--- src/rtl/barcode_rdr.sv ---
// ============================================================================
//  Module      : barcode_rdr
//  Description : Self-timed serial barcode decoder producing an 8-bit station
//                ID with a valid flag acknowledged by the command processor.
//  Revision    : 1.0 - initial release
// ============================================================================
`timescale 1ns/1ps
`default_nettype none

module barcode_rdr #(
  parameter int TMR_W = 22
) (
  input  logic       clk,
  input  logic       rst_n,
  input  logic       BC,
  input  logic       clr_ID_vld,
  output logic [7:0] ID,
  output logic       ID_vld
);

  typedef enum logic [2:0] {
    IDLE      = 3'd0,
    START     = 3'd1,
    WAIT_FALL = 3'd2,
    SAMPLE    = 3'd3,
    DONE      = 3'd4
  } state_t;

  localparam logic [TMR_W-1:0] C_TMR_MAX = '1;

  state_t           r_state;
  state_t           w_state_n;
  logic             r_bc_meta;
  logic             r_bc_sync;
  logic             r_bc_prev;
  logic [TMR_W-1:0] r_tmr;
  logic [TMR_W-1:0] w_tmr_n;
  logic [TMR_W-1:0] w_tmr_inc;
  logic [TMR_W-1:0] r_period;
  logic [TMR_W-1:0] w_period_n;
  logic [2:0]       r_bit_cnt;
  logic [2:0]       w_bit_cnt_n;
  logic [7:0]       r_shft;
  logic [7:0]       w_shft_n;
  logic [7:0]       r_id;
  logic [7:0]       w_id_n;
  logic             r_id_vld;
  logic             w_id_vld_n;
  logic             w_fall;
  logic             w_rise;
  logic             w_tmr_sat;

  // Sync chain resets high so an idle line never looks like a falling edge.
  always_ff @(posedge clk or negedge rst_n) begin
    if (!rst_n) begin
      r_bc_meta <= 1'b1;
      r_bc_sync <= 1'b1;
      r_bc_prev <= 1'b1;
    end else begin
      r_bc_meta <= BC;
      r_bc_sync <= r_bc_meta;
      r_bc_prev <= r_bc_sync;
    end
  end

  assign w_fall    = r_bc_prev & ~r_bc_sync;
  assign w_rise    = ~r_bc_prev & r_bc_sync;
  assign w_tmr_sat = (r_tmr == C_TMR_MAX);
  assign w_tmr_inc = w_tmr_sat ? r_tmr : r_tmr + 1'b1;

  always_ff @(posedge clk or negedge rst_n) begin
    if (!rst_n) begin
      r_state   <= IDLE;
      r_tmr     <= '0;
      r_period  <= '0;
      r_bit_cnt <= 3'd0;
      r_shft    <= 8'h00;
      r_id      <= 8'h00;
      r_id_vld  <= 1'b0;
    end else begin
      r_state   <= w_state_n;
      r_tmr     <= w_tmr_n;
      r_period  <= w_period_n;
      r_bit_cnt <= w_bit_cnt_n;
      r_shft    <= w_shft_n;
      r_id      <= w_id_n;
      r_id_vld  <= w_id_vld_n;
    end
  end

  always_comb begin
    w_state_n   = r_state;
    w_tmr_n     = r_tmr;
    w_period_n  = r_period;
    w_bit_cnt_n = r_bit_cnt;
    w_shft_n    = r_shft;
    w_id_n      = r_id;
    // An acceptance in DONE below overrides this clear.
    w_id_vld_n  = clr_ID_vld ? 1'b0 : r_id_vld;

    case (r_state)
      IDLE: begin
        if (w_fall) begin
          w_tmr_n   = '0;
          w_state_n = START;
        end
      end

      START: begin
        if (w_rise) begin
          w_period_n  = r_tmr;
          w_bit_cnt_n = 3'd0;
          w_tmr_n     = w_tmr_inc;
          w_state_n   = WAIT_FALL;
        end else if (w_tmr_sat) begin
          w_state_n = IDLE;
        end else begin
          w_tmr_n = w_tmr_inc;
        end
      end

      WAIT_FALL: begin
        if (w_fall) begin
          w_tmr_n   = '0;
          w_state_n = SAMPLE;
        end else if (w_tmr_sat) begin
          w_state_n = IDLE;
        end else begin
          w_tmr_n = w_tmr_inc;
        end
      end

      SAMPLE: begin
        w_tmr_n = w_tmr_inc;
        if (r_tmr == r_period) begin
          w_shft_n    = {r_shft[6:0], r_bc_sync};
          w_bit_cnt_n = r_bit_cnt + 3'd1;
          w_state_n   = (r_bit_cnt == 3'd7) ? DONE : WAIT_FALL;
        end
      end

      DONE: begin
        if (r_shft[7:6] == 2'b00) begin
          w_id_n     = r_shft;
          w_id_vld_n = 1'b1;
        end
        w_state_n = IDLE;
      end

      default: w_state_n = IDLE;
    endcase
  end

  assign ID     = r_id;
  assign ID_vld = r_id_vld;

endmodule

`default_nettype wire

--- config.mk ---
export PLATFORM = sky130hd
export DESIGN_NAME = barcode_rdr
export DESIGN_NICKNAME = d
export VERILOG_FILES = /design/src/rtl/barcode_rdr.sv
export SDC_FILE = /design/constraint.sdc
export NUM_CORES = 1
export LEC_CHECK = 0
export ABC_AREA = 1
export CORE_MARGIN = 8
export CORE_UTILIZATION = 35
export CTS_BUF_LIST = sky130_fd_sc_hd__clkbuf_16
export CTS_CLUSTER_SIZE = 30
export DETAILED_ROUTE_END_ITERATION = 16
export GPL_ROUTABILITY_DRIVEN = 0
export PLACE_DENSITY = 0.62
export SYNTH_ARGS = -nofsm -noshare
export SYNTH_HDL_FRONTEND = slang
export SYNTH_SLANG_ARGS = --single-unit
export TNS_END_PERCENT = 5
--- constraint.sdc ---
create_clock -name clk -period 1.5 [get_ports clk]
set_input_delay 0.225 -clock clk [delete_from_list [all_inputs] [get_ports clk]]
set_output_delay 0.225 -clock clk [all_outputs]
set_load 0.05 [all_outputs]
==> metrics.txt <==
status=complete, but fails checks; failing checks=setup timing; Max-Cap Viols=0; fmax=617.3 MHz; GRT busiest layer=met2; Root Buffer=clkbuf_16; setup TNS=-2.211 ns; Pleak=2.594 nW; Cell Pwr Density=1267 nW/um^2; worst slew pin tran=0.3775 ns; antenna diode count=0; final WL=9381 um; Worst slew margin=0.7483; RR Endpoint=r_tmr[2]; RR Startpoint=r_tmr[0]; Hold Crit Class=in -> reg; Distinct cells, synth=41; clock network fraction of total power=0.336; Clock Latency Late Sink=0.35 ns; Worst Setup End Kind=flop; grt total ovfl=0; hold worst-path end=r_bc_meta; total CTS buffers=9; Fill cells=1015; DRT antenna net count=0; count of non-filler cells in the finished layout=758; # nets final=620; Reg2Reg Setup Slack=-0.12 ns; H-tree levels=3; critical path data arrival time=1.89 ns; drt via density=4.619; Mean Syn Cell Area=7.537 um^2; RSZ-0062 raised after global routing=yes; Initial Util=0.3575; fin crit period=1.620 ns; Syn-to-layout area delta=38.49%; clk_skew=0.008019 ns; clk slew on worst S/H paths=0.06 ns; largest area contributor in the netlist=dfrtp_1; Yosys top cell area share=0.4345; Sw Pwr=2.297 mW; Starting DRT DRC Count=183; hold_sp=BC; PortBufs=12; Synth Warn #=0; CP required=1.77 ns; die width=121 um; Max Slew Vio Count=0; share of cells above drive strength 1=0.3139; number of global-route vias before repair=3547; Finish-stage setup viols=32; via count=3501; worst reg-to-reg path cell count=10; DRC violation count after routing=0; Tcrit/Tclk final=1.080; Ports=13; DP Wirelength=6846 um; clk buf depth=2; critical path type=reg -> reg; Sw Share=0.3393; Startpoint Class=flop; Gate power share=0.340; Syn Nets=519; met3 usage=0.03490; DRT Pass-1 Iters=6; Mapped Area=3859 um^2; global-route wire length before repair=16150 um; global routing usage on met2=0.2263; Int Pwr=4.473 mW; PnR worst setup slack=-0.1199 ns; Seq/Total Area, Yosys=0.4549; TritonCTS clock tree=done; largest net degree at the start of global routing=46; initial antenna violation count=0; die area=14640 um^2; Synth area leaders=dfrtp_1 (43%), nand2_1 (18%), inv_1 (6.6%); synthesized flop and latch total=70; final hold viol count=0; Hold Crit Depth=1; routed len/inst=12.38 um; met1 Use GR=0.1655; hold_ws=0.2841 ns; Post-Syn Instances=512; peak supply drop=0.0007819 V; crit-path max FO=5; Vert. Die Dim=121 um; DP Cell Count=732; Rows=38; sequential power share=0.324; global-route usage over all layers=0.1364; Clock Sinks=70; area of the core=10790 um^2
-- power groups by stage --
stage	clock (mW)	sequential, mW	combinational (mW)
after detailed placement	0	2.21	1.98
after global placement	0	2.21	1.97
final	2.27	2.19	2.30
after global routing	2.39	2.22	2.57
after CTS	2.31	2.19	2.07
after floorplan	0	2.20	1.16
-- through the flow --
stage	total power, mW	worst slack [ns]	instance area, um^2	util
2_1_floorplan	3.356	-0.03736	3864	-
3_3_place_gp	4.175	-0.1579	4711	0.4365
3_5_place_dp	4.196	-0.1786	4711	0.4365
4_1_cts	6.568	-0.1046	5134	0.4757
5_1_grt	7.170	-0.2181	5344	0.4951
6_report	6.770	-0.1199	5344	0.4951
-- Yosys cell counts, drive strengths merged --
master / n
nor2: 49
nand3b: 1
a21oi: 8
inv: 73
nand3: 26
ha: 3
dfrtp: 67
o2111ai: 4
or2: 1
o21bai: 1
nor3b: 2
a2bb2oi: 1
clkbuf: 4
a22oi: 1
buf: 4
dfstp: 3
nor3: 5
nand4: 9
o21a: 1
nor4: 1
o31ai: 1
xor2: 8
o21ai: 49
and3: 1
xnor2: 2
nand2: 187
-- how the worst max path moves through the flow --
stage,cells past startpoint,slack (ns),start,end
after global routing,10,-0.22,r_tmr[0],r_tmr[19]
after detailed placement,12,-0.18,r_tmr[0],r_state[1]
final,10,-0.12,r_tmr[0],r_tmr[2]
after global placement,12,-0.16,r_tmr[0],r_state[1]
after CTS,12,-0.10,r_tmr[0],r_state[1]
after floorplan,12,-0.04,r_tmr[1],r_tmr[10]
-- layout make-up --
type,count,area [um^2],area share
sequential,70,1760,0.3294
inverter,73,281.5,0.05268
timing repair buffer,97,822.0,0.1538
clock buffer,9,225.2,0.04214
clock inverter,7,91.34,0.01709
multi-input combinational,362,1988,0.3720
tap,140,175.2,0.03278
-- layer usage --
metal	wire length [um]	vias to the layer above
met1	4412	1639
met2	4525	40
met5	0	-
li1	-	1814
met4	101	0
met3	342	8
-- registers in the layout (all words and copies together), names as in the netlist --
name	count
r_period	22
r_bit_cnt	3
r_state	3
r_bc_prev	1
r_bc_sync	1
ID_vld	1
r_shft	8
r_bc_meta	1
ID	8
r_tmr	22
-- repair_timing --
action	in CTS	in global routing
endpoints found under the hold margin	21	0
pin swaps	8	22
cloned	1	1
endpoints found under the setup margin	36	37
resized for setup	23	45
buffers inserted	1	6
hold buffers	1	0
-- placed cells by master (no fill, tap or decap), types with 3 or more instances in the layout --
master and n:
o21ai_2 9, o2111ai_1 4, nand2_1 165, nand3_2 3
dfrtp_1 63, inv_2 8, nand2_4 6, clkbuf_16 10
o21ai_0 32, buf_6 5, a21oi_1 7, nand3_1 22
nor3_1 3, nand2_2 16, nand4_1 7, inv_1 64
dfrtp_2 4, clkinvlp_4 3, buf_4 84, buf_12 4
xor2_1 6, nor2_1 29, o21ai_1 7, dfstp_2 3
nor2_4 8, nor2_2 11
-- kinds of logic after synthesis --
group	count (synthesis)	synth area share
AOI/OAI and AO/OA	66	0.1083
xor gates and xnor gates	10	0.02270
adders and majority gates	3	0.009729
buffers and inverters	81	0.08301
DFF	70	0.4549
and+or+nand+nor	282	0.3213
-- worst max-delay path, cell delays in order, from the launching register on --
cell and delay (ns):
dfrtp_1 0.40, ha_2 0.23, nand2_4 0.07, inv_2 0.07
nand2_4 0.06, nor2_8 0.15, nand4_4 0.15, nand2_4 0.14
buf_4 0.12, o21ai_1 0.05, a21oi_1 0.11
(Power assumes the default switching activity.)
